--- config.mk ---
export PLATFORM = sky130hd
export DESIGN_NAME = fpnew_divsqrt_multi_lane_ctrl
export DESIGN_NICKNAME = d
export VERILOG_FILES = /design/src/rtl/fpnew_divsqrt_multi_lane_ctrl.sv
export SDC_FILE = /design/constraint.sdc
export NUM_CORES = 1
export LEC_CHECK = 0
export BUFFER_PORTS_ARGS = -buffer_cell sky130_fd_sc_hd__buf_4
export CAP_MARGIN = 20
export CORE_AREA = 2 2 197 199
export CTS_CLUSTER_DIAMETER = 100
export DETAILED_ROUTE_END_ITERATION = 10
export DIE_AREA = 0 0 199 201
export PLACE_DENSITY = 0.5
export SLEW_MARGIN = 20
export SYNTH_ARGS = -nofsm -noshare
export SYNTH_HDL_FRONTEND = slang
export SYNTH_SLANG_ARGS = --single-unit
--- constraint.sdc ---
create_clock -name clk_i -period 1.9 [get_ports clk_i]
set_clock_uncertainty 0.05 [all_clocks]
set_input_delay 0.285 -clock clk_i [delete_from_list [all_inputs] [get_ports clk_i]]
set_output_delay 0.285 -clock clk_i [all_outputs]
set_load 0.005 [all_outputs]
--- src/rtl/fpnew_divsqrt_multi_lane_ctrl.sv ---
// Issue/retire controller for a bank of iterative div/sqrt units.
// Dispatches to the lowest free unit and retires results in issue order.

package fpnew_pkg;

    typedef enum logic [2:0] {
        FP32,
        FP64,
        FP16,
        FP8,
        FP16ALT
    } fp_format_e;

    typedef enum logic [2:0] {
        RNE = 3'b000,
        RTZ = 3'b001,
        RDN = 3'b010,
        RUP = 3'b011,
        RMM = 3'b100,
        ROD = 3'b101,
        DYN = 3'b111
    } roundmode_e;

    typedef enum logic [3:0] {
        FMADD,
        FNMSUB,
        ADD,
        MUL,
        DIV,
        SQRT,
        SGNJ,
        MINMAX,
        CMP,
        CLASSIFY,
        F2F,
        F2I,
        I2F,
        CPKAB,
        CPKCD
    } operation_e;

    typedef struct packed {
        logic NV;
        logic DZ;
        logic OF;
        logic UF;
        logic NX;
    } status_t;

endpackage

module fpnew_divsqrt_multi_lane_ctrl
    import fpnew_pkg::*;
#(
    parameter int unsigned WIDTH    = 64,
    parameter int unsigned NumUnits = 2,
    parameter int unsigned TagWidth = 4
) (
    input  logic                               clk_i,
    input  logic                               rst_ni,
    input  logic                               in_valid_i,
    output logic                               in_ready_o,
    input  logic [1:0][WIDTH-1:0]              operands_i,
    input  operation_e                         op_i,
    input  roundmode_e                         rnd_mode_i,
    input  fp_format_e                         dst_fmt_i,
    input  logic [TagWidth-1:0]                tag_i,
    input  logic                               mask_i,
    input  logic                               flush_i,
    output logic [NumUnits-1:0]                unit_start_o,
    input  logic [NumUnits-1:0]                unit_ready_i,
    input  logic [NumUnits-1:0]                unit_done_i,
    input  logic [NumUnits-1:0][WIDTH-1:0]     unit_result_i,
    input  logic [NumUnits-1:0][4:0]           unit_status_i,
    output logic                               unit_flush_o,
    output logic [1:0][WIDTH-1:0]              unit_operands_o,
    output logic                               unit_is_div_o,
    output roundmode_e                         unit_rnd_mode_o,
    output fp_format_e                         unit_dst_fmt_o,
    output logic                               out_valid_o,
    input  logic                               out_ready_i,
    output logic [WIDTH-1:0]                   result_o,
    output status_t                            status_o,
    output logic [TagWidth-1:0]                tag_o,
    output logic                               mask_o,
    output logic                               busy_o
);

    localparam int unsigned PW = (NumUnits > 1) ? $clog2(NumUnits) : 1;
    localparam logic [PW-1:0] LastIdx = PW'(NumUnits - 1);

    logic [NumUnits-1:0]                r_busy;
    logic [NumUnits-1:0]                r_done;
    logic [NumUnits-1:0][WIDTH-1:0]     r_res;
    status_t [NumUnits-1:0]             r_stat;
    logic [NumUnits-1:0][TagWidth-1:0]  r_tag;
    logic [NumUnits-1:0]                r_mask;
    logic [NumUnits-1:0][PW-1:0]        r_fifo;
    logic [PW-1:0]                      r_wptr;
    logic [PW-1:0]                      r_rptr;

    logic [NumUnits-1:0]                w_free;
    logic [NumUnits-1:0]                w_start;
    logic [PW-1:0]                      w_grant;
    logic [PW-1:0]                      w_head;
    logic                               w_found;
    logic                               w_accept;
    logic                               w_out_valid;
    logic                               w_retire;

    function automatic logic [PW-1:0] ptr_inc(input logic [PW-1:0] p);
        return (p == LastIdx) ? '0 : p + 1'b1;
    endfunction

    assign w_free     = ~r_busy & unit_ready_i;
    assign in_ready_o = !flush_i && (|w_free);
    assign w_accept   = in_valid_i && in_ready_o;

    always_comb begin
        w_grant = '0;
        w_found = 1'b0;
        for (int u = 0; u < NumUnits; u++) begin
            if (w_free[u] && !w_found) begin
                w_grant = PW'(u);
                w_found = 1'b1;
            end
        end
    end

    always_comb begin
        w_start = '0;
        if (w_accept) begin
            w_start[w_grant] = 1'b1;
        end
    end

    assign unit_start_o    = w_start;
    assign unit_flush_o    = flush_i;
    assign unit_operands_o = operands_i;
    assign unit_is_div_o   = (op_i == DIV);
    assign unit_rnd_mode_o = rnd_mode_i;
    assign unit_dst_fmt_o  = dst_fmt_i;

    // The FIFO head always names the oldest unretired slot.
    assign w_head      = r_fifo[r_rptr];
    assign w_out_valid = r_done[w_head];
    assign w_retire    = w_out_valid && out_ready_i && !flush_i;

    assign out_valid_o = w_out_valid;
    assign result_o    = r_res[w_head];
    assign status_o    = r_stat[w_head];
    assign tag_o       = r_tag[w_head];
    assign mask_o      = r_mask[w_head];
    assign busy_o      = |r_busy;

    always_ff @(posedge clk_i) begin
        if (!rst_ni) begin
            r_busy <= '0;
            r_done <= '0;
            r_res  <= '0;
            r_stat <= '0;
            r_tag  <= '0;
            r_mask <= '0;
            r_fifo <= '0;
            r_wptr <= '0;
            r_rptr <= '0;
        end else if (flush_i) begin
            r_busy <= '0;
            r_done <= '0;
            r_wptr <= '0;
            r_rptr <= '0;
        end else begin
            for (int u = 0; u < NumUnits; u++) begin
                if (unit_done_i[u] && r_busy[u]) begin
                    r_done[u] <= 1'b1;
                    r_res[u]  <= unit_result_i[u];
                    r_stat[u] <= status_t'(unit_status_i[u]);
                end
            end
            if (w_accept) begin
                r_busy[w_grant] <= 1'b1;
                r_tag[w_grant]  <= tag_i;
                r_mask[w_grant] <= mask_i;
                r_fifo[r_wptr]  <= w_grant;
                r_wptr          <= ptr_inc(r_wptr);
            end
            // Granted slot is never busy, so it cannot collide with the head.
            if (w_retire) begin
                r_busy[w_head] <= 1'b0;
                r_done[w_head] <= 1'b0;
                r_rptr         <= ptr_inc(r_rptr);
            end
        end
    end

endmodule

* Yosys cells after proc, flatten, opt, wreduce, memory -nomap -nowiden
Index checks and enable logic that the tools add are counted.
** Storage, ports and cells
- Output and inout port bits :: 215
- Word-level logic and storage cells :: 96
- Input port bits :: 290
- Register bits :: 156
** Cells by class
- Equal/unequal tests :: 1
- Add/subtract/negate cells :: 2
- Bitwise gates (word level) :: 8
- $lt $le $gt $ge :: 7
- Multiplexer cells :: 39
- Reductions and logical operators :: 18
** Operators by type and width (number)
- two-way mux 64 bit :: 2
- two-way mux 1 bit :: 19
- two-way mux 2 bit :: 6
- two-way mux 4 bit :: 3
- logical AND 1 bit :: 10
- two-way mux 5 bit :: 2
- bitwise mux 8 bit :: 1
- less-than comparator 1 x 2 -> 1 bit (second input constant) :: 4
- bitwise AND 2 bit :: 3
- AND reduction 2 bit :: 3
- OR reduction 2 bit :: 3
- bitwise mux 2 bit :: 2
- demux 4 bit (select 1 bit) :: 1
- equality test 4 x 3 -> 1 bit (second input constant) :: 1
- NOT 2 bit :: 2
- demux 1 bit (select 1 bit) :: 3
- greater-or-equal comparator 1 bit (second input constant) :: 3
- adder 1 bit (second input constant) :: 2
- zero test 1 bit :: 2
- NOT 1 bit :: 2
- bitwise OR 2 bit :: 1

* Depth between registers and ports, before layout
Gate-level depths: netlist of run 1.
- Word-level depth :: 16
- Depth in mapped cells :: 6
- Depth with buffers taken out :: 3

* Worst setup path after synthesis of run 1
Ideal clock, no wire load.
- Path kind :: reg2out
- Start :: register r_rptr
- End :: output result_o[20]
- Buffers on the path :: 2
- Arrival time :: 1.141 ns
- Setup slack :: 0.424 ns
- Required time :: 1.565 ns
- Stages on the path, launching flop included :: 6
- Cell sequence :: dfxtp_1 > mux2_4 > buf_4 > buf_2 > nand2_1 > nand2_1
** Between the ends
- Cells in the longest elaborated chain, start to end :: 4
** RTL lines
- from (decl) :: line 100 : logic [PW-1:0] r_rptr;
- from (signal assigned) :: line 191 : r_rptr <= ptr_inc(r_rptr);
- two-way mux 1 bit (not written as such) (2 in a row) :: line 145 : assign w_head = r_fifo[r_rptr];
- two-way mux 64 bit (not written as such) (2 in a row) :: line 150 : assign result_o = r_res[w_head];
- to (decl) :: line 82 : output logic [WIDTH-1:0] result_o,
No other way between the ends. The select of a mux whose other input is x is not followed.

* Worst setup path after layout of run 1
- Start :: register r_rptr
- End :: output result_o[34]
Same word-level chain as after synthesis.

==> flow_summary.ini, run 1 <==
[sta]
fmax_ghz = 0.473
drv_slew = 0
tightest_slew_ns = 0.573
rsz0062_at_grt = yes
fin_ws_ns = -0.216
hold_viol_final = 0
finalCritPeriodShare_pct = 111
relSlewSlack_pct = 61.8
setup_violations = 75
fin_crit_ns = 2.12
hold_ws_ns = 0.0361

[synth]
yosysTopAreaCellShare_pct = 39.5
synthCells = 1061
synthMuxAreaShare_pct = 2.01
synth.avg_cell_area_um2 = 7.45
yosysUniqueCellTypes = 32
synthSimpleGateAreaFrac_pct = 26.8
yosysSeqAreaShare_pct = 39.5
synth_fp_nets = 1351
yosys_warnings = 0
synth_compound_area_share_pct = 14.2
synth_adder_area_share_pct = 0
ys_seq_elements = 156
synth-xor-area-share_pct = 0
synth_area_leaders = dfxtp_1, nand2_1, buf_4, a21boi_0, a21boi_1
synth_largest_area_cell = dfxtp_1
synth_top_family_by_area = simple AND/OR/NAND/NOR gates
netlist_area_um2 = 7900

[placed_design]
dpl.cell_count = 1640
dp_hpwl_um = 20600
portBuffers = 236
gp_congestion = 0.802
dpl_cell_area_um2 = 9280

[setup_path]
critPathCapture = result_o[34]
reg2reg_depth = 7
cp-start-kind = flip-flop
max_stage_delay_ns = 0.39
timing.rr.end = r_busy[0]$_SDFF_PP0_
crit_type = reg2out
setup.worst_path.end_class = output pin
rrSetupSlack_ns = 0.25
worstPathArrival_ns = 1.78
path_cells = mux2i_4 -> buf_12 -> buf_12 -> buf_4 -> nand2_1 -> nand2_1 -> buf_4
crit_path_top_delay_cell = dfxtp_4
reg2reg_from = r_rptr$_SDFFE_PP0P_
critPathLaunch = r_rptr$_SDFFE_PP0P_
worstPathRequired_ns = 1.56
path_max_fanout = 6

[global_routing]
grt_overflow = 0
grt_pass1_wl_um = 43700
antenna_found_initial = 3
grt_max_degree = 80
grt_pass1_vias = 6967
track_usage_pct = 15.0

[route]
detail_route.first_pass.iterations = 4
drc = 0
via_per_inst = 4.15
drtAntennaViolNets = 0
wirelength_um = 30700
routedWlPerCell_um = 18.1
drtIter0Drc = 284
dr_total_vias = 7066

[finish]
final_cells = 1701
final_area_um2 = 10900
fin_util_pct = 28.7
final_layout_size_suffix_gt1_share_pct = 35.9
synthToLayoutAreaGrowth_pct = 38.5
fillers = 4105
final_net_count = 1462
mostFrequentLayoutCells = nand2_1, buf_4, dfxtp_1, a21boi_0, nand2_2
final_common_cell = nand2_1

[clock_tree]
cts.sinks = 156
numCtsBuffers = 17
cts_tree = yes
cts_root_buf = clkbuf_16
worstSkewPairLatency_ns = 0.44
h-tree-depth = 4
cts.path.max_buffers = 2
clk_pin_slew_ns = 0.07

[power_and_ir_drop]
ir_worst_vdd_mv = 0.616
p_switching_mw = 1.74
seqPwrFrac_pct = 42.9
finalPower_mw = 7.70
p_leak_nw = 4.46
powerDensity_nw_per_um2 = 704
power_frac_clock_pct = 46.7
p_int_mw = 5.96
power_frac_comb_pct = 10.4
switching_share_pct = 22.6

[status]
status = finished, violations left
violations = setup timing

[die]
rows = 72
start_util_pct = 20.7
fp.dieW_um = 199
io_pins = 505
die_h_um = 201
core_area_um2 = 38100
die_area_um2 = 40000

[min_path]
min_path_type = in2reg
hold_depth = 3

[run]
maxCapViolCount = 0
## synthesized netlist by cell type (all sizes together)
library cell / n
dfxtp: 156
nand2: 512
or2: 1
and3b: 2
buf: 177
nor4b: 1
and3: 1
o21a: 2
nor3: 3
clkbuf: 22
a31oi: 1
nor4bb: 1
a21oi: 6
or4b: 1
nand3b: 3
mux2i: 11
inv: 1
a21boi: 139
nor2: 3
mux2: 4
a311oi: 2
a211oi: 1
nor2b: 6
nand2b: 4
o21ai: 1
## critical path, delay by kind of cell, from the launching register on
family | cells | cell delay, ns
muxes | 1 | 0.25
buffers and inverters | 4 | 0.55
DFF | 1 | 0.39
and+or+nand+nor | 2 | 0.14
## worst min path at each step
stage / startpoint / end / slack [ns]
after CTS: unit_result_i[53] / r_res[53]$_SDFFE_PN0P_ / 0.00001
after floorplan: out_ready_i / r_done[1]$_SDFF_PP0_ / 0.35
after global placement: r_res[62]$_SDFFE_PN0P_ / r_res[62]$_SDFFE_PN0P_ / 0.39
final: unit_result_i[53] / r_res[53]$_SDFFE_PN0P_ / 0.04
after global routing: unit_result_i[57] / r_res[57]$_SDFFE_PN0P_ / 0.02
after detailed placement: r_res[62]$_SDFFE_PN0P_ / r_res[62]$_SDFFE_PN0P_ / 0.40
## flip-flops by register name (all words and copies together) (netlist names)
signal / count
r_fifo: 2
r_wptr: 1
r_busy: 2
r_mask: 2
r_res: 128
r_stat: 10
r_done: 2
r_tag: 8
r_rptr: 1
## routing by layer
layer / global-route usage (%) / wire (µm)
met3: 5.49 / 2400
met2: 23.2 / 14100
met1: 17.7 / 12700
met4: 8.69 / 1510
met5: 0 / 16
## cell type report
class	count	area, µm²	area share (%)
Multi-Input combinational cell	707	3870	35.3
Sequential cell	156	3130	28.6
Timing Repair Buffer	289	2690	24.6
Tap cell	518	648	5.92
Clock buffer	22	454	4.15
Clock inverter	7	141	1.29
Inverter	1	3.75	0.0343
Antenna cell	1	2.50	0.0229
## power groups by stage
stage,Clock (mW),Sequential [mW],Combinational (mW)
2_1_floorplan,0,3.37,0.436
3_3_place_gp,0,3.38,0.599
3_5_place_dp,0,3.38,0.600
4_1_cts,3.74,3.30,0.741
5_1_grt,3.87,3.31,0.854
6_report,3.60,3.31,0.801
## logic make-up after synthesis
family / after synthesis
compound gates: 152
simple gates: 538
buf+inv: 200
flops: 156
mux: 15
## metrics by stage
step / worst slack [ns] / setup TNS [ns]
floorplan: 0.424 / 0
global placement: 0.0695 / 0
detailed placement: 0.0581 / 0
CTS: -0.260 / -16.40
global route: -0.305 / -20.57
finish: -0.216 / -13.39
## timing repair
item,in CTS,in global routing
hold buffers,1,0
hold endpoints to repair,2,0
buffers inserted,13,5
gates cloned,8,4
pin swaps,17,46
endpoints found under the setup margin,76,76
resized for setup,79,107
No activity file was read; power rests on OpenSTA's default activity.
==> run 2, diff against run 1 <==
--- a/config.mk
+++ b/config.mk
@@ -7,11 +7,13 @@
 export LEC_CHECK = 0
 export BUFFER_PORTS_ARGS = -buffer_cell sky130_fd_sc_hd__buf_4
 export CAP_MARGIN = 20
-export CORE_AREA = 2 2 197 199
+export CELL_PAD_IN_SITES_DETAIL_PLACEMENT = 0
+export CELL_PAD_IN_SITES_GLOBAL_PLACEMENT = 1
+export CORE_AREA = 2 2 195 197
 export CTS_CLUSTER_DIAMETER = 100
 export DETAILED_ROUTE_END_ITERATION = 10
-export DIE_AREA = 0 0 199 201
-export PLACE_DENSITY = 0.5
+export DIE_AREA = 0 0 197 199
+export PLACE_DENSITY = 0.68
 export SLEW_MARGIN = 20
 export SYNTH_ARGS = -nofsm -noshare
 export SYNTH_HDL_FRONTEND = slang
==> constraint.sdc (replaced) <==
create_clock -name clk_i -period 1.9 [get_ports clk_i]
set_clock_uncertainty 0.05 [all_clocks]
set_input_delay 0.38 -clock clk_i [delete_from_list [all_inputs] [get_ports clk_i]]
set_output_delay 0.38 -clock clk_i [all_outputs]
set_load 0.005 [all_outputs]
==> run 2 against run 1 <==
Against the previous run: the run still ends with setup timing left; via count is 4.0% lower; sequential power hardly changed; sequential share of layout area is 1.6 points higher; clock-buffer cell count stayed put; critical path type unchanged; largest power group unchanged; highest routed layer is now met4.
==> flow_summary.ini, run 2 (synthesis results as in run 1) <==
[placed_design]
dpl.cell_count = 1591
post-place-ws_ns = 0.0995
dp_hpwl_um = 18200
gp_congestion = 0.730
dpl_cell_area_um2 = 9240
portBuffers = 236

[sta]
fin_crit_ns = 2.14
fmax_ghz = 0.468
setup_violations = 75
hold_viol_final = 0
tightest_slew_ns = 0.361
finalCritPeriodShare_pct = 112
relSlewSlack_pct = 75.9
fin_ws_ns = -0.237
drv_slew = 0
rsz0062_at_grt = yes

[die]
rows = 71
start_util_pct = 21.3
fp.dieW_um = 197
die_area_um2 = 39200
die_h_um = 199
core_area_um2 = 37100
io_pins = 505

[power_and_ir_drop]
finalPower_mw = 7.66
p_leak_nw = 4.26
powerDensity_nw_per_um2 = 740
ir_worst_vdd_mv = 0.593

[clock_tree]
h-tree-depth = 4
cts_root_buf = clkbuf_16
clk_pin_slew_ns = 0.06
worstSkewPairLatency_ns = 0.43
numCtsBuffers = 17
cts_tree = yes
cts.sinks = 156
cts.path.max_buffers = 2
hold_buffers = 0

[setup_path]
critPathTopFamily = buffers and inverters
worstPathArrival_ns = 1.71
worstPathRequired_ns = 1.47
path_cells = mux2i_4 -> buf_8 -> clkbuf_16 -> nand2_1 -> nand2_2 -> buf_6
reg2reg_from = r_rptr$_SDFFE_PP0P_
cp-start-kind = flip-flop
critPathLaunch = r_rptr$_SDFFE_PP0P_
path_max_fanout = 7
crit_type = reg2out
max_stage_delay_ns = 0.38
crit_path_top_delay_cell = dfxtp_4
setup.worst_path.end_class = output pin
path_buf_inv = 3

[min_path]
hold_start = out_ready_i
min_path_type = in2reg

[status]
status = finished, violations left
violations = setup timing

[route]
routedWlPerCell_um = 16.6
drtAntennaViolNets = 0
wirelength_um = 27200
drtIter0Drc = 203
detail_route.first_pass.iterations = 4
drc = 0
via_per_inst = 4.14
dr_total_vias = 6783

[finish]
final_layout_size_suffix_gt1_share_pct = 31.3
largest-register = r_res
final_common_cell = nand2_1
final_cells = 1637
final_area_um2 = 10400
mostFrequentLayoutCells = nand2_1, buf_4, dfxtp_1, a21boi_0, nand2_2
fin_util_pct = 27.9
reg_top3 = r_res (128), r_stat (10), r_tag (8)
largest_reg_flops = 128
final_net_count = 1442
synthToLayoutAreaGrowth_pct = 31.0

[global_routing]
busiest_layer = met2
grt_max_degree = 83
grt_pass1_wl_um = 39800
grtUsageMet3_pct = 4.48
grt_use_met2_pct = 22.1
track_usage_pct = 13.6
use_met1_pct = 15.9
antenna_found_initial = 1
grt_pass1_vias = 6690
grt_overflow = 0

[run]
maxCapViolCount = 0
-- run 2: cell count changes in the layout (fill, tap and decap cells not counted), moves of 2 or more --
cell / before / now
nand2_1: 419 / 462
clkbuf_16: 21 / 19
nand2_4: 35 / 7
and3b_2: 2 / 0
mux2_4: 3 / 1
nand2_2: 58 / 43
buf_4: 226 / 237
and3b_4: 0 / 2
buf_6: 35 / 11
clkbuf_1: 4 / 2
buf_8: 3 / 1
clkbuf_8: 1 / 3
-- run 2: layout make-up --
type | instances | area, µm²
antenna | 1 | 2.50
clock buffer | 22 | 474
clock inverter | 7 | 139
fill | 4063 | 26800
inverter | 1 | 3.75
multi-input combinational | 705 | 3600
sequential | 156 | 3130
tap | 474 | 593
timing repair buffer | 271 | 2410
-- run 2: metal layers --
| layer | part of all wire (%) | vias up |
|---|---|---|
| met5 | 0 | - |
| met4 | 3.5 | 0 |
| met3 | 6.7 | 64 |
| met2 | 48 | 231 |
| met1 | 42 | 3100 |
| li1 | - | 3388 |
-- run 2: what timing repair did --
action | 4_1_cts | 5_1_grt
gates cloned | 4 | 2
pin swaps | 9 | 14
resized for setup | 34 | 51
setup buffers | 3 | 7
setup endpoints to repair | 77 | 76
-- run 2: where the power goes --
group	switching (mW)	internal, mW
Clock	1.38	2.28
Combinational	0.294	0.399
Sequential	0.0155	3.29
-- run 2: worst register-to-register path, cell delays in order, from the launching register on --
cell	delay, ns
dfxtp_4	0.38
mux2i_4	0.28
buf_8	0.19
buf_16	0.17
buf_4	0.12
and3_1	0.17
nor3_1	0.05
-- run 2: worst paths after layout --
check                                          endpoint  cells past startpoint  slack (ns)
worst max-delay path                       result_o[24]                      6       -0.24
worst min-delay path                r_rptr$_SDFFE_PP0P_                      2        0.14
worst max register to register     r_busy[0]$_SDFF_PP0_                      6        0.36
worst min register to register  r_res[119]$_SDFFE_PN0P_                      2        0.40
-- run 2: stage by stage --
stage	setup TNS, ns	hold WS, ns
after floorplan	0	0.385
final	-15.21	0.137
after global routing	-21.89	0.119
after CTS	-17.87	0.102
after detailed placement	0	0.398
after global placement	0	0.392
